<file path="src/rtl/aes_round_sequencer.sv">
`default_nettype none
// ============================================================================
// Module   : aes_round_sequencer
// Brief    : Control FSM stepping the AES-128 inverse cipher through its
//            rounds with a column-serial InvMixColumns.
// Revision : 1.0 - initial release
// ============================================================================
module aes_round_sequencer #(
   parameter int NUM_ROUNDS = 10,
   parameter int NUM_COLS   = 4
) (
   input  logic       CLK,
   input  logic       RESET_N,
   input  logic       START,
   input  logic [4:0] round_count,
   output logic       round_inc,
   output logic       round_clr,
   output logic [2:0] step_sel,
   output logic [1:0] col_sel,
   output logic [3:0] key_idx,
   output logic       state_we,
   output logic       BUSY,
   output logic       DONE
);

   localparam logic [2:0] STEP_NOP = 3'd0;
   localparam logic [2:0] STEP_ARK = 3'd1;
   localparam logic [2:0] STEP_ISR = 3'd2;
   localparam logic [2:0] STEP_ISB = 3'd3;
   localparam logic [2:0] STEP_IMC = 3'd4;

   localparam logic [1:0] LAST_COL    = 2'(NUM_COLS - 1);
   localparam logic [4:0] LAST_MAIN   = 5'(NUM_ROUNDS - 1);
   localparam logic [3:0] ROUNDS_KEY  = 4'(NUM_ROUNDS);

   typedef enum logic [3:0] {
      S_IDLE     = 4'd0,
      S_INIT_ARK = 4'd1,
      S_ISR      = 4'd2,
      S_ISB      = 4'd3,
      S_ARK      = 4'd4,
      S_IMC      = 4'd5,
      S_F_ISR    = 4'd6,
      S_F_ISB    = 4'd7,
      S_F_ARK    = 4'd8,
      S_DONE     = 4'd9
   } state_t;

   state_t     state;
   state_t     next_state;
   logic [1:0] col;
   logic [1:0] col_next;
   logic       busy_int;

   always_ff @(posedge CLK or negedge RESET_N) begin
      if (!RESET_N) begin
         state <= S_IDLE;
         col   <= 2'd0;
      end else begin
         state <= next_state;
         col   <= col_next;
      end
   end

   always_comb begin
      next_state = state;
      col_next   = 2'd0;
      round_inc  = 1'b0;
      round_clr  = 1'b0;
      step_sel   = STEP_NOP;
      col_sel    = 2'd0;
      state_we   = 1'b0;
      busy_int   = 1'b1;
      DONE       = 1'b0;

      case (state)
         S_IDLE: begin
            round_clr = 1'b1;
            busy_int  = 1'b0;
            if (START) next_state = S_INIT_ARK;
         end
         S_INIT_ARK: begin
            step_sel   = STEP_ARK;
            state_we   = 1'b1;
            round_inc  = 1'b1;
            next_state = S_ISR;
         end
         S_ISR: begin
            step_sel   = STEP_ISR;
            state_we   = 1'b1;
            next_state = S_ISB;
         end
         S_ISB: begin
            step_sel   = STEP_ISB;
            state_we   = 1'b1;
            next_state = S_ARK;
         end
         S_ARK: begin
            step_sel   = STEP_ARK;
            state_we   = 1'b1;
            next_state = S_IMC;
         end
         S_IMC: begin
            step_sel = STEP_IMC;
            state_we = 1'b1;
            col_sel  = col;
            if (col == LAST_COL) begin
               // Decision uses the pre-increment count; corrupt values
               // above the last main round also fall through to the final round.
               round_inc  = 1'b1;
               next_state = (round_count < LAST_MAIN) ? S_ISR : S_F_ISR;
            end else begin
               col_next = col + 2'd1;
            end
         end
         S_F_ISR: begin
            step_sel   = STEP_ISR;
            state_we   = 1'b1;
            next_state = S_F_ISB;
         end
         S_F_ISB: begin
            step_sel   = STEP_ISB;
            state_we   = 1'b1;
            next_state = S_F_ARK;
         end
         S_F_ARK: begin
            step_sel   = STEP_ARK;
            state_we   = 1'b1;
            next_state = S_DONE;
         end
         S_DONE: begin
            DONE      = 1'b1;
            busy_int  = 1'b0;
            round_clr = 1'b1;
            if (!START) next_state = S_IDLE;
         end
         default: begin
            round_clr  = 1'b1;
            busy_int   = 1'b0;
            next_state = S_IDLE;
         end
      endcase
   end

   // Key schedule is walked backwards; index is parked at 0 when idle.
   assign key_idx = busy_int ? (ROUNDS_KEY - round_count[3:0]) : 4'd0;
   assign BUSY    = busy_int;

endmodule
`default_nettype wire

</file>
<file path="config.mk">
export PLATFORM = sky130hd
export DESIGN_NAME = aes_round_sequencer
export DESIGN_NICKNAME = d
export VERILOG_FILES = /design/src/rtl/aes_round_sequencer.sv
export SDC_FILE = /design/constraint.sdc
export NUM_CORES = 1
export LEC_CHECK = 0
export CAP_MARGIN = 20
export CELL_PAD_IN_SITES_DETAIL_PLACEMENT = 0
export CELL_PAD_IN_SITES_GLOBAL_PLACEMENT = 1
export CORE_MARGIN = 4
export CORE_UTILIZATION = 28
export CTS_CLUSTER_SIZE = 20
export DETAILED_ROUTE_END_ITERATION = 8
export PLACE_DENSITY_LB_ADDON = 0.1
export SYNTH_ARGS = -nofsm -noshare
export SYNTH_HDL_FRONTEND = slang
export SYNTH_SLANG_ARGS = --single-unit
</file>
<file path="constraint.sdc">
create_clock -name CLK -period 1.3 [get_ports CLK]
set_input_delay 0.195 -clock CLK [delete_from_list [all_inputs] [get_ports CLK]]
set_output_delay 0.195 -clock CLK [all_outputs]
set_load 0.01 [all_outputs]
</file>
==> qor.yml, run 1 <==
status: "finished, violations left"
violations: "negative setup slack"
hpwlAfterDp_um: 1017
portBuffers: 21
avgSynthCellArea_um2: 9.027
rows: 15
arrival_ps: 1400
ys_ff_latch: 6
period_share: 1.227
crit-reg2reg-launch: "state[1]"
p_per_area_nw_per_um2: 2495
synth_edf_count: 0
final-hold-violation-count: 0
hp-class: "in -> async"
drtAntennaViolNets: 0
post_drt_wl_per_cell_um: 10.58
dieArea_um2: 2549
multi_input_area_um2: 372.9
core_area_um2: 1727
cts_root_buf: "clkbuf_4"
place_ws_ps: -507.5
layout-drive-gt1-share: 0.5644
fin_cells: 126
num_vias: 541
synth_seq_area_share: 0.2970
numCtsBuffers: 3
p_leak_nw: 0.4680
grt_overflow_total: 0
drv_cap: 0
syn_area_um2: 505.5
ys_top_cells_by_area: "dfrtp_1, nor2_1, xnor2_1, ha_1, and2_1"
drt_wl_total_um: 1333
grt_pass1_wl_um: 2270
die_h_um: 50.49
synth_compound_area_frac: 0.1287
synth_area_leader_cell: "dfrtp_1"
drtPass1Iterations: 2
synthFlopType: "dfrtp_1"
numClockSinks: 6
cts_tree: "done"
worstSetupStartpointType: "flop"
first_global_vias: 581
async_flop_share: 1.000
fin_skew_ps: 6.937
htreeDepth: 1
synthXorXnorAreaFrac: 0.08416
whs_ps: 189.6
slew_violations: 0
yosysWarnings: 0
dpl.cell_count: 115
synthSimpleGateAreaFrac: 0.3762
peakVddDrop_mv: 1.021
fillers: 162
drc: 0
setup_viol: 14
setup_slack_ps: -294.7
critPathCaptureType: "output pin"
antenna_cells: 0
startpoint: "state[1]"
regArea_um2: 152.6
antenna_found_initial: 0
clock_latency_ps: 240
worstMarginPinSlew_ps: 321.6
synthMuxAreaShare: 0
drt_iter0_drc: 3
required_ps: 1110
die_w_um: 50.49
final_nets: 112
grtUsageTotal: 0.1155
syn_nets: 66
start_util: 0.2928
via_per_inst: 4.294
fin_crit_ps: 1595
rsz0062_at_grt: "yes"
clockBufferDepth: 2
crit_fanout: 4
clock.fmax_ghz: 0.6271
syn_inst: 56
worstSetupPathType: "reg -> out"
clk_pin_slew_ps: 50
yosysUniqueCellTypes: 29
grt_start_max_net_pins: 10
area_delta_synth_final_pct: 93.07
synth_top_family_by_area: "simple AND/OR/NAND/NOR gates"
synth-adder-area-share: 0.04950
synth_top_area_share: 0.2970
num_io_pins: 22
relSlewSlack: 0.7840
routabilityCongestion: 0.6780
## through the flow
stage	TNS, ps	utilization	power, mW	instance area, um2
2_1_floorplan	-143.5	-	1.167	516.7
3_3_place_gp	-5853	0.5036	2.027	869.6
3_5_place_dp	-5861	0.5036	2.019	869.6
4_1_cts	-3527	0.5449	2.353	940.9
5_1_grt	-4730	0.5652	2.640	975.9
6_report	-3529	0.5652	2.435	975.9
## repair_timing
action | 4_1_cts | 5_1_grt
gates cloned | 0 | 0
endpoints found under the setup margin | 14 | 17
hold buffers | 0 | 0
buffers inserted | 8 | 0
gates resized for setup | 67 | 9
pin swaps | 9 | 6
## synthesized netlist by cell type (2+ instances only)
master    n
a21oi_1   3
and2_1    3
buf_2     2
buf_4     2
dfrtp_1   6
ha_1      2
inv_1     2
nand2_1   3
nand2b_1  2
nor2_1    7
nor2b_1   3
o22ai_1   2
xnor2_1   3
## final timing paths
path                              endpoint  slack [ps]  depth (start not counted)
worst max-delay path            col_sel[1]        -290                          5
worst min-delay path              state[0]         190                          1
worst max register to register    state[2]          50                          6
worst min register to register      col[0]         520                          2
max in group asynchronous         state[1]         880                          1
min in group CLK                    col[0]         520                          2
## registers in the layout, indices dropped and copies added, names as in the netlist
name   cells
col        2
state      4
## kinds of logic (layout without fill, tap and decap cells)
kind of cell               count (synthesis)  in the layout
buffers and inverters                      6             51
DFF                                        6              6
adders and majority gates                  2              2
xor gates and xnor gates                   4              4
AOI/OAI and AO/OA                         10             10
and+or+nand+nor                           28             28
## layout by cell type (no fill, tap or decap), types with 3 or more instances in the layout
cell type / Yosys / final
buf_4: 2 / 18
buf_6: 0 / 10
buf_2: 2 / 9
clkdlybuf4s50_1: 0 / 7
nor2_1: 7 / 6
dfrtp_1: 6 / 4
and2_1: 3 / 3
nor2b_1: 3 / 3
clkbuf_4: 0 / 3
## area by class of cell
cell class / count / share of cell area
Multi-Input combinational cell: 44 / 0.3821
Tap cell: 25 / 0.03205
Clock buffer: 4 / 0.02692
Sequential cell: 6 / 0.1564
Timing Repair Buffer: 45 / 0.3923
Inverter: 2 / 0.01026
## where the power goes
part	switching (mW)	leakage, nW	total (mW)	internal (mW)
combinational	0.784	0.380	1.89	1.11
sequential	0.0881	0.0730	0.361	0.273
clock	0.0675	0.0150	0.184	0.116
## routing by layer
layer,part of all wire,GRT usage
met2,0.56,0.2304
met3,0.043,0.01187
met1,0.40,0.1111
met5,0,0
met4,0,0.06726
## worst max-delay path, cell delays in order (launching register included)
cell and delay [ps]:
dfrtp_2 440, buf_6 130, buf_6 110, nor3b_4 200, and2_1 150, buf_2 120
Power figures use the tool's default switching activity.
==> run 2, diff against run 1 <==
Settings changed: ABC_CLOCK_PERIOD_IN_PS from default to 1300, CAP_MARGIN 20 to 0.
==> results of run 2 <==
Final layout, timing and power as in run 1 (identical DEF).
